<file path="src/rtl/rgbw_pkg.sv">
// Shared widths, derived counter limit and channel indices for the RGBW PWM datapath.
package rgbw_pkg;
  localparam int unsigned CNT_W  = 8;
  localparam int unsigned CH_NUM = 4;
  localparam int unsigned CH_W   = 2;

  // Last counter value of a period; the period is 2^CNT_W - 1 steps long.
  localparam logic [CNT_W-1:0] CNT_MAX = CNT_W'((1 << CNT_W) - 2);

  localparam logic [CH_W-1:0] CH_R     = CH_W'(0);
  localparam logic [CH_W-1:0] CH_G     = CH_W'(1);
  localparam logic [CH_W-1:0] CH_B     = CH_W'(2);
  localparam logic [CH_W-1:0] CH_W_IDX = CH_W'(3);
endpackage

</file>
<file path="src/rtl/pwm_sequencer_if.sv">
// Duty-write handshake bus between a register writer and the PWM sequencer.
interface pwm_sequencer_if;
  import rgbw_pkg::*;

  logic             wr_valid;
  logic             wr_ready;
  logic [CH_W-1:0]  wr_ch;
  logic [CNT_W-1:0] wr_duty;

  modport master (output wr_valid, output wr_ch, output wr_duty, input wr_ready);
  modport slave  (input wr_valid, input wr_ch, input wr_duty, output wr_ready);
endinterface

</file>
<file path="src/rtl/pwm_sequencer_channel.sv">
// One PWM channel: shadow/active duty pair, pending flag and registered compare.
module pwm_channel
  import rgbw_pkg::*;
(
  input  logic             clk,
  input  logic             reset,
  input  logic             wr_en_i,
  input  logic [CNT_W-1:0] duty_i,
  input  logic             commit_i,
  input  logic             bypass_i,
  input  logic [CNT_W-1:0] cnt_i,
  output logic             pwm_o,
  output logic             pending_o
);
  logic [CNT_W-1:0] shadow_q, shadow_d;
  logic [CNT_W-1:0] active_q, active_d;
  logic             pend_q, pend_d;
  logic             pwm_q, pwm_d;

  // While bypassed the active value tracks the shadow, including a same-cycle write.
  always_comb begin
    shadow_d = shadow_q;
    active_d = active_q;
    pend_d   = pend_q;
    if (wr_en_i) begin
      shadow_d = duty_i;
      pend_d   = 1'b1;
    end
    if (bypass_i) begin
      active_d = shadow_d;
      pend_d   = 1'b0;
    end else if (commit_i && pend_q) begin
      active_d = shadow_q;
      pend_d   = 1'b0;
    end
    pwm_d = ~bypass_i & (active_q > cnt_i);
  end

  always_ff @(posedge clk or negedge reset) begin
    if (!reset) begin
      shadow_q <= '0;
      active_q <= '0;
      pend_q   <= 1'b0;
      pwm_q    <= 1'b0;
    end else begin
      shadow_q <= shadow_d;
      active_q <= active_d;
      pend_q   <= pend_d;
      pwm_q    <= pwm_d;
    end
  end

  assign pwm_o     = pwm_q;
  assign pending_o = pend_q;
endmodule

</file>
<file path="src/rtl/pwm_sequencer.sv">
// RGBW PWM sequencer: prescaler step detect, shared period counter, commit-at-wrap duty update.
module pwm_sequencer
  import rgbw_pkg::*;
(
  input  logic              clk,
  input  logic              reset,
  input  logic              presc_in,
  input  logic              enable,
  pwm_sequencer_if.slave    wr,
  output logic [CH_NUM-1:0] pwm_out,
  output logic              period_start,
  output logic [CH_NUM-1:0] pending
);
  logic             presc_q;
  logic [CNT_W-1:0] cnt_q, cnt_d;
  logic             wrap_q;
  logic             start_q;
  logic             step;
  logic             commit;
  logic             wr_acc;

  assign step        = presc_in ^ presc_q;
  assign commit      = step & enable & (cnt_q == CNT_MAX);
  assign wr.wr_ready = ~commit;
  assign wr_acc      = wr.wr_valid & ~commit;

  always_comb begin
    cnt_d = cnt_q;
    if (!enable) begin
      cnt_d = '0;
    end else if (step) begin
      cnt_d = (cnt_q == CNT_MAX) ? '0 : cnt_q + CNT_W'(1);
    end
  end

  // period_start is delayed one extra cycle to line up with the first compare of the new period.
  always_ff @(posedge clk or negedge reset) begin
    if (!reset) begin
      presc_q <= 1'b0;
      cnt_q   <= '0;
      wrap_q  <= 1'b0;
      start_q <= 1'b0;
    end else begin
      presc_q <= presc_in;
      cnt_q   <= cnt_d;
      wrap_q  <= commit;
      start_q <= wrap_q;
    end
  end

  assign period_start = start_q;

  for (genvar i = 0; i < int'(CH_NUM); i++) begin : g_ch
    pwm_channel u_ch (
      .clk       (clk),
      .reset     (reset),
      .wr_en_i   (wr_acc && (wr.wr_ch == CH_W'(i))),
      .duty_i    (wr.wr_duty),
      .commit_i  (commit),
      .bypass_i  (~enable),
      .cnt_i     (cnt_q),
      .pwm_o     (pwm_out[i]),
      .pending_o (pending[i])
    );
  end
endmodule

</file>
<file path="src/flat_wrapper.sv">
// flat-port wrapper written by rule: the top's interface ports become plain ports
module pwm_sequencer_flat import rgbw_pkg::*;
  (clk, reset, presc_in, enable, pwm_out, period_start, pending, wr_wr_valid, wr_wr_ch, wr_wr_duty, wr_wr_ready);
  pwm_sequencer_if wr_i ();
  input  logic clk;
  input  logic reset;
  input  logic presc_in;
  input  logic enable;
  output logic [CH_NUM-1:0] pwm_out;
  output logic period_start;
  output logic [CH_NUM-1:0] pending;
  input wire logic [$bits(wr_i.wr_valid)-1:0] wr_wr_valid;
  input wire logic [$bits(wr_i.wr_ch)-1:0] wr_wr_ch;
  input wire logic [$bits(wr_i.wr_duty)-1:0] wr_wr_duty;
  output wire logic [$bits(wr_i.wr_ready)-1:0] wr_wr_ready;
  assign wr_i.wr_valid = wr_wr_valid;
  assign wr_i.wr_ch = wr_wr_ch;
  assign wr_i.wr_duty = wr_wr_duty;
  assign wr_wr_ready = wr_i.wr_ready;
  pwm_sequencer u_core (.clk(clk), .reset(reset), .presc_in(presc_in), .enable(enable), .wr(wr_i), .pwm_out(pwm_out), .period_start(period_start), .pending(pending));
endmodule
</file>
<file path="config.mk">
export PLATFORM = sky130hd
export DESIGN_NAME = pwm_sequencer_flat
export DESIGN_NICKNAME = d
export VERILOG_FILES = /design/src/rtl/rgbw_pkg.sv /design/src/rtl/pwm_sequencer_if.sv /design/src/rtl/pwm_sequencer_channel.sv /design/src/rtl/pwm_sequencer.sv /design/src/flat_wrapper.sv
export SDC_FILE = /design/constraint.sdc
export NUM_CORES = 1
export LEC_CHECK = 0
export CAP_MARGIN = 30
export CORE_AREA = 10 10 101 103
export CTS_BUF_LIST = sky130_fd_sc_hd__clkbuf_8 sky130_fd_sc_hd__clkbuf_16
export CTS_CLUSTER_SIZE = 30
export DETAILED_ROUTE_END_ITERATION = 6
export DIE_AREA = 0 0 111 113
export HOLD_SLACK_MARGIN = 0.1
export PLACE_DENSITY = 0.78
export SYNTH_ARGS = -nofsm -noshare
export SYNTH_HDL_FRONTEND = slang
export SYNTH_HIERARCHICAL = 1
export SYNTH_SLANG_ARGS = --single-unit
</file>
<file path="constraint.sdc">
create_clock -name clk -period 6.8 [get_ports clk]
set_clock_uncertainty 0.2 [all_clocks]
set_input_delay 1.36 -clock clk [delete_from_list [all_inputs] [get_ports clk]]
set_output_delay 1.36 -clock clk [all_outputs]
set_load 0.02 [all_outputs]
</file>
* Word level (Yosys, flattened, before mapping) *
Index checks and enable logic that the tools add are counted.

storage, ports and cells
  output and inout bits = 10
  word-level logic and storage cells = 83
  bits of input ports = 15
  flip-flop bits (word level) = 83

operators by class
  eq/ne operators = 13
  bitwise operators = 9
  $lt $le $gt $ge = 4
  add/subtract/negate cells = 1
  muxes and demuxes = 27
  reductions and logical operators = 9

operators with widths
  operator               number
  $mux W8                15
  $gt A8 B8 Y1           4
  $mux W1                12
  $ne A3 B1 Y1 const B   4
  $ne A2 B1 Y1 const B   5
  $add A8 B1 Y8 const B  1
  $eq A8 B8 Y1 const B   1
  $logic_and A1 B1 Y1    8
  $and A1 B1 Y1          7
  $eq A2 B2 Y1 const B   2
  $eq A2 B1 Y1 const B   1
  $logic_not A2 Y1       1
  $not A1 Y1             1
  $xor A1 B1 Y1          1

* Longest topological paths before layout *
  depth in word-level cells = 9
  mapped depth = 10
  mapped depth without buffers = 9

* Modules after synthesis *
The synthesis kept the hierarchy.

by module, submodules not included
  module         cells each  times used  seq. area each (sq um)  area an instance (sq um)
  pwm_channel    85          4           450.4                   1,012.2
  pwm_sequencer  58          1           275.3                   599.3

* Worst setup path after synthesis *
Ideal clock, no wire load.

  path kind = in2out
  start point = input presc_in
  end point = output wr_wr_ready
  required time = 5,240 ps
  stages = 2
  data arrival time = 1,864 ps
  buffers on the path = 0
  path slack = 3,376 ps
  path through = xor2_1 -> nand4_1

on the way
  word-level cells in the longest chain between the ends = 4

RTL lines
  item                        line                 text
  from (decl)                 flat_wrapper.sv:7    input logic presc_in;
  $xor A1 B1 Y1               pwm_sequencer.sv:22  assign step = presc_in ^ presc_q;
  $and A1 B1 Y1 (2 in a row)  pwm_sequencer.sv:23  assign commit = step & enable & (cnt_q == CNT_MAX);
  $not A1 Y1                  pwm_sequencer.sv:24  assign wr.wr_ready = ~commit;
  to (decl)                   flat_wrapper.sv:15   output wire logic [$bits(wr_i.wr_ready)-1:0] wr_wr_ready;

Every way passes these cells.

* Final worst setup path *
Same ends and word-level chain as after synthesis.

==> run_summary.xml <==
<?xml version="1.0" encoding="UTF-8"?>
<metrics>
  <group name="status">
    <metric name="result_of_the_run" unit="">finished, final reports clean</metric>
  </group>
  <group name="cts">
    <metric name="cts_tree" unit="">yes</metric>
    <metric name="clk_pin_slew_worst_setup_hold_paths" unit="ns">0.08</metric>
    <metric name="cts_resized" unit="">0</metric>
    <metric name="cts_max_path_buffers" unit="">2</metric>
    <metric name="cts_max_level" unit="">3</metric>
    <metric name="clock-root-buffer" unit="">clkbuf_8</metric>
    <metric name="worstSkewPairLatency" unit="ns">0.34</metric>
    <metric name="cts_made_buffers" unit="">9</metric>
    <metric name="tritoncts_num_sinks" unit="">83</metric>
    <metric name="postCtsHoldBufs" unit="">0</metric>
    <metric name="cts_setup_buffers" unit="">0</metric>
  </group>
  <group name="setup_path">
    <metric name="critical_path_class" unit="">input port to output pin</metric>
    <metric name="timing.critical_path.required" unit="ns">5.24</metric>
    <metric name="crit_path_top_delay_cell" unit="">clkdlybuf4s50_1</metric>
    <metric name="worst_setup_path_end_kind" unit="">output pin</metric>
    <metric name="worst_path_largest_cell_delay" unit="ns">0.59</metric>
    <metric name="worst_setup_path_start_kind" unit="">input port</metric>
    <metric name="timing.critical_path.cells" unit="">clkdlybuf4s50_1 &gt; xor2_1 &gt; nand4_1 &gt; clkdlybuf4s50_1</metric>
    <metric name="cp.buffers_inverters" unit="">2</metric>
    <metric name="worstPathArrival" unit="ns">2.95</metric>
    <metric name="worst-path-max-fanout" unit="">4</metric>
    <metric name="crit_family" unit="">buffers and inverters</metric>
    <metric name="critPathMostFrequentCell" unit="">clkdlybuf4s50_1</metric>
  </group>
  <group name="grt">
    <metric name="antenna_found_initial" unit="">0</metric>
    <metric name="grt_start_max_net_pins" unit="">56</metric>
    <metric name="first_pass_grt_wire_length" unit="mm">16.8</metric>
    <metric name="overflow" unit="">0</metric>
    <metric name="gr-usage-all-layers" unit="%">16.4</metric>
    <metric name="first_global_vias" unit="">3199</metric>
  </group>
  <group name="power_and_ir_drop">
    <metric name="p_int" unit="mW">0.938</metric>
    <metric name="clock_power_share" unit="%">26.5</metric>
    <metric name="peakVddDrop" unit="uV">154</metric>
    <metric name="design_power_total" unit="mW">1.37</metric>
    <metric name="power.share.switching" unit="%">31.5</metric>
    <metric name="power.switching" unit="mW">0.432</metric>
    <metric name="seqPwrFrac" unit="%">46.5</metric>
    <metric name="leakage" unit="nW">2.46</metric>
    <metric name="power_frac_comb" unit="%">27.0</metric>
    <metric name="power.density_cell_area" unit="mW/mm^2">263</metric>
  </group>
  <group name="synth">
    <metric name="postSynth.topFlopCell" unit="">dfrtp_1</metric>
    <metric name="synth_seq_area_share" unit="%">44.7</metric>
    <metric name="yosys.area.top_type" unit="">dfrtp_1</metric>
    <metric name="mappedNetlistNets" unit="">447</metric>
    <metric name="post_synth_num_cell_types" unit="">35</metric>
    <metric name="netlist_top_cells_area" unit="">dfrtp_1, mux2_4, ha_1</metric>
    <metric name="number_of_enable_flip_flop_cells_after_synthesis" unit="">0</metric>
    <metric name="synth_commonest_cells" unit="">dfrtp_1, inv_1, nand2_2, ha_1</metric>
    <metric name="synthesis.area" unit="mm^2">0.00465</metric>
    <metric name="synthCells" unit="">398</metric>
    <metric name="yosys_register_bits" unit="">83</metric>
    <metric name="synth.yosys.warnings" unit="">6</metric>
    <metric name="synth_most_common_cell" unit="">dfrtp_1</metric>
    <metric name="syn-mean-instance-area" unit="um^2">11.7</metric>
    <metric name="synth_top_area_share" unit="%">44.7</metric>
    <metric name="async_flop_share" unit="%">100</metric>
  </group>
  <group name="place">
    <metric name="dp.cells" unit="">519</metric>
    <metric name="dp.final_hpwl" unit="mm">6.78</metric>
    <metric name="dp_worst_setup_slack" unit="ns">2.28</metric>
    <metric name="port_buffers" unit="">24</metric>
    <metric name="placedInstanceArea" unit="mm^2">0.00500</metric>
    <metric name="globalplace.congestion" unit="">0.804</metric>
  </group>
  <group name="die">
    <metric name="coreArea" unit="mm^2">0.00813</metric>
    <metric name="die-area" unit="mm^2">0.0125</metric>
    <metric name="y_dimension_of_the_die" unit="um">113</metric>
    <metric name="ioPinCount" unit="">25</metric>
    <metric name="placement_rows" unit="">33</metric>
    <metric name="die-width" unit="um">111</metric>
    <metric name="start_util" unit="%">57.1</metric>
  </group>
  <group name="route">
    <metric name="detail_route.vias_per_cell" unit="">5.84</metric>
    <metric name="totalWireLength" unit="mm">10.2</metric>
    <metric name="route.detailed.wl_per_inst" unit="um">19.1</metric>
    <metric name="routed-via-count" unit="">3128</metric>
    <metric name="first_iter_violations" unit="">188</metric>
    <metric name="antenna_left" unit="">0</metric>
    <metric name="firstDrtPassIters" unit="">4</metric>
    <metric name="detail_route.drc_violations" unit="">0</metric>
  </group>
  <group name="timing">
    <metric name="rsz0062_at_grt" unit="">false</metric>
    <metric name="period_share" unit="%">66.3</metric>
    <metric name="fmaxAchievable" unit="GHz">0.222</metric>
    <metric name="tightest_hold_margin" unit="ns">0.172</metric>
    <metric name="finalWorstSetupSlack" unit="ns">2.29</metric>
    <metric name="setup_tns" unit="ns">0</metric>
    <metric name="worstMarginPinSlew" unit="ns">0.704</metric>
    <metric name="setup_violations_final" unit="">0</metric>
    <metric name="period_needed" unit="ns">4.51</metric>
    <metric name="hold_violations" unit="">0</metric>
    <metric name="slew_headroom" unit="%">53.0</metric>
    <metric name="report.final.slew_viol_count" unit="">0</metric>
  </group>
  <group name="layout">
    <metric name="post_layout_nonfiller_instances" unit="">536</metric>
    <metric name="layout-drive-gt1-share" unit="%">30.6</metric>
    <metric name="final_net_count" unit="">475</metric>
    <metric name="antenna_cells" unit="">0</metric>
    <metric name="syn2layout_area_growth" unit="%">12.2</metric>
    <metric name="utilization" unit="%">64.1</metric>
    <metric name="final_cell_area" unit="mm^2">0.00522</metric>
  </group>
  <group name="worst_hold_path">
    <metric name="min_path_type" unit="">flop to flop</metric>
  </group>
  <group name="run">
    <metric name="drv.max_cap_violation_count" unit="">0</metric>
  </group>
</metrics>
kinds of logic (layout without fill, tap and decap cells):
kind of cell    after synthesis  in the layout  share of synthesized area [%]
simple gates                 89             89                           10.9
flops                        83             83                           44.7
compound gates               76             76                           12.0
mux                          65             65                           17.5
buf+inv                      49             82                           5.41
fa+ha+maj                    34             34                           9.15
xor+xnor                      2              2                          0.377
layout make-up:
| type | instances | area [um^2] |
|---|---|---|
| multi-input cells | 266 | 2330 |
| repair buffers | 30 | 334 |
| well taps | 105 | 131 |
| flip-flops and latches | 83 | 2080 |
| inverters | 36 | 136 |
| clock buffers | 10 | 138 |
| fillers | 621 | 2920 |
| clock inverters | 6 | 65.1 |
power groups by stage:
stage	combinational [mW]	clock [mW]	sequential, mW
after floorplan	0.267	0	0.632
after global placement	0.333	0	0.642
after detailed placement	0.362	0	0.645
after CTS	0.369	0.369	0.637
after global routing	0.410	0.392	0.647
final	0.369	0.363	0.638
placed cells by master, fill, tap and decap left out, types with 3 or more instances in the layout:
cell              n
dfrtp_1          83
nand2_2          36
inv_1            35
ha_1             34
mux2_4           32
mux2i_1          32
o21ai_2          32
clkdlybuf4s50_1  23
a21oi_1          18
nand2_1          13
nor2_1           13
clkbuf_8         10
nand4_1           9
o21ai_0           8
o211ai_1          5
a31oi_1           4
nor2b_1           4
o21a_1            4
clkinv_2          3
nand3_1           3
buf_6             3
registers in the layout, summed over array words and instances, names as in the netlist:
signal / flops
u_core/g_ch.u_ch/pwm_o: 4
u_core/g_ch.u_ch/pending_o: 4
u_core/g_ch.u_ch/shadow_q: 32
u_core/cnt_q: 8
u_core/g_ch.u_ch/active_q: 32
u_core/wrap_q: 1
u_core/presc_q: 1
u_core/period_start: 1
path summary, 6_finish.rpt:
| path | from | to | slack (ns) | depth (start not counted) |
|---|---|---|---|---|
| max | presc_in | wr_wr_ready | 2.29 | 4 |
| min | u_core/wrap_q$_DFF_PN0_ | u_core/period_start$_DFF_PN0_ | 0.17 | 0 |
| max reg2reg | u_core/cnt_q[0]$_DFFE_PN0P_ | u_core/g_ch[1].u_ch/active_q[1]$_DFFE_PN0N_ | 3.85 | 10 |
| min reg2reg | u_core/wrap_q$_DFF_PN0_ | u_core/period_start$_DFF_PN0_ | 0.17 | 0 |
| max in group asynchronous | reset | u_core/g_ch[0].u_ch/shadow_q[5]$_DFF_PN0_ | 5.07 | 2 |
| min in group asynchronous | reset | u_core/g_ch[1].u_ch/pwm_o$_DFF_PN0_ | 0.74 | 1 |
metal layers:
metal  track usage, %  up-vias  routed length (um)
met5                0        -                   0
met4             5.03        0                 149
met2             27.1       77                5000
met1             21.4     1584                4640
li1                 -     1453                   -
met3             2.91       14                 441
No activity file was read; power rests on OpenSTA's default activity.
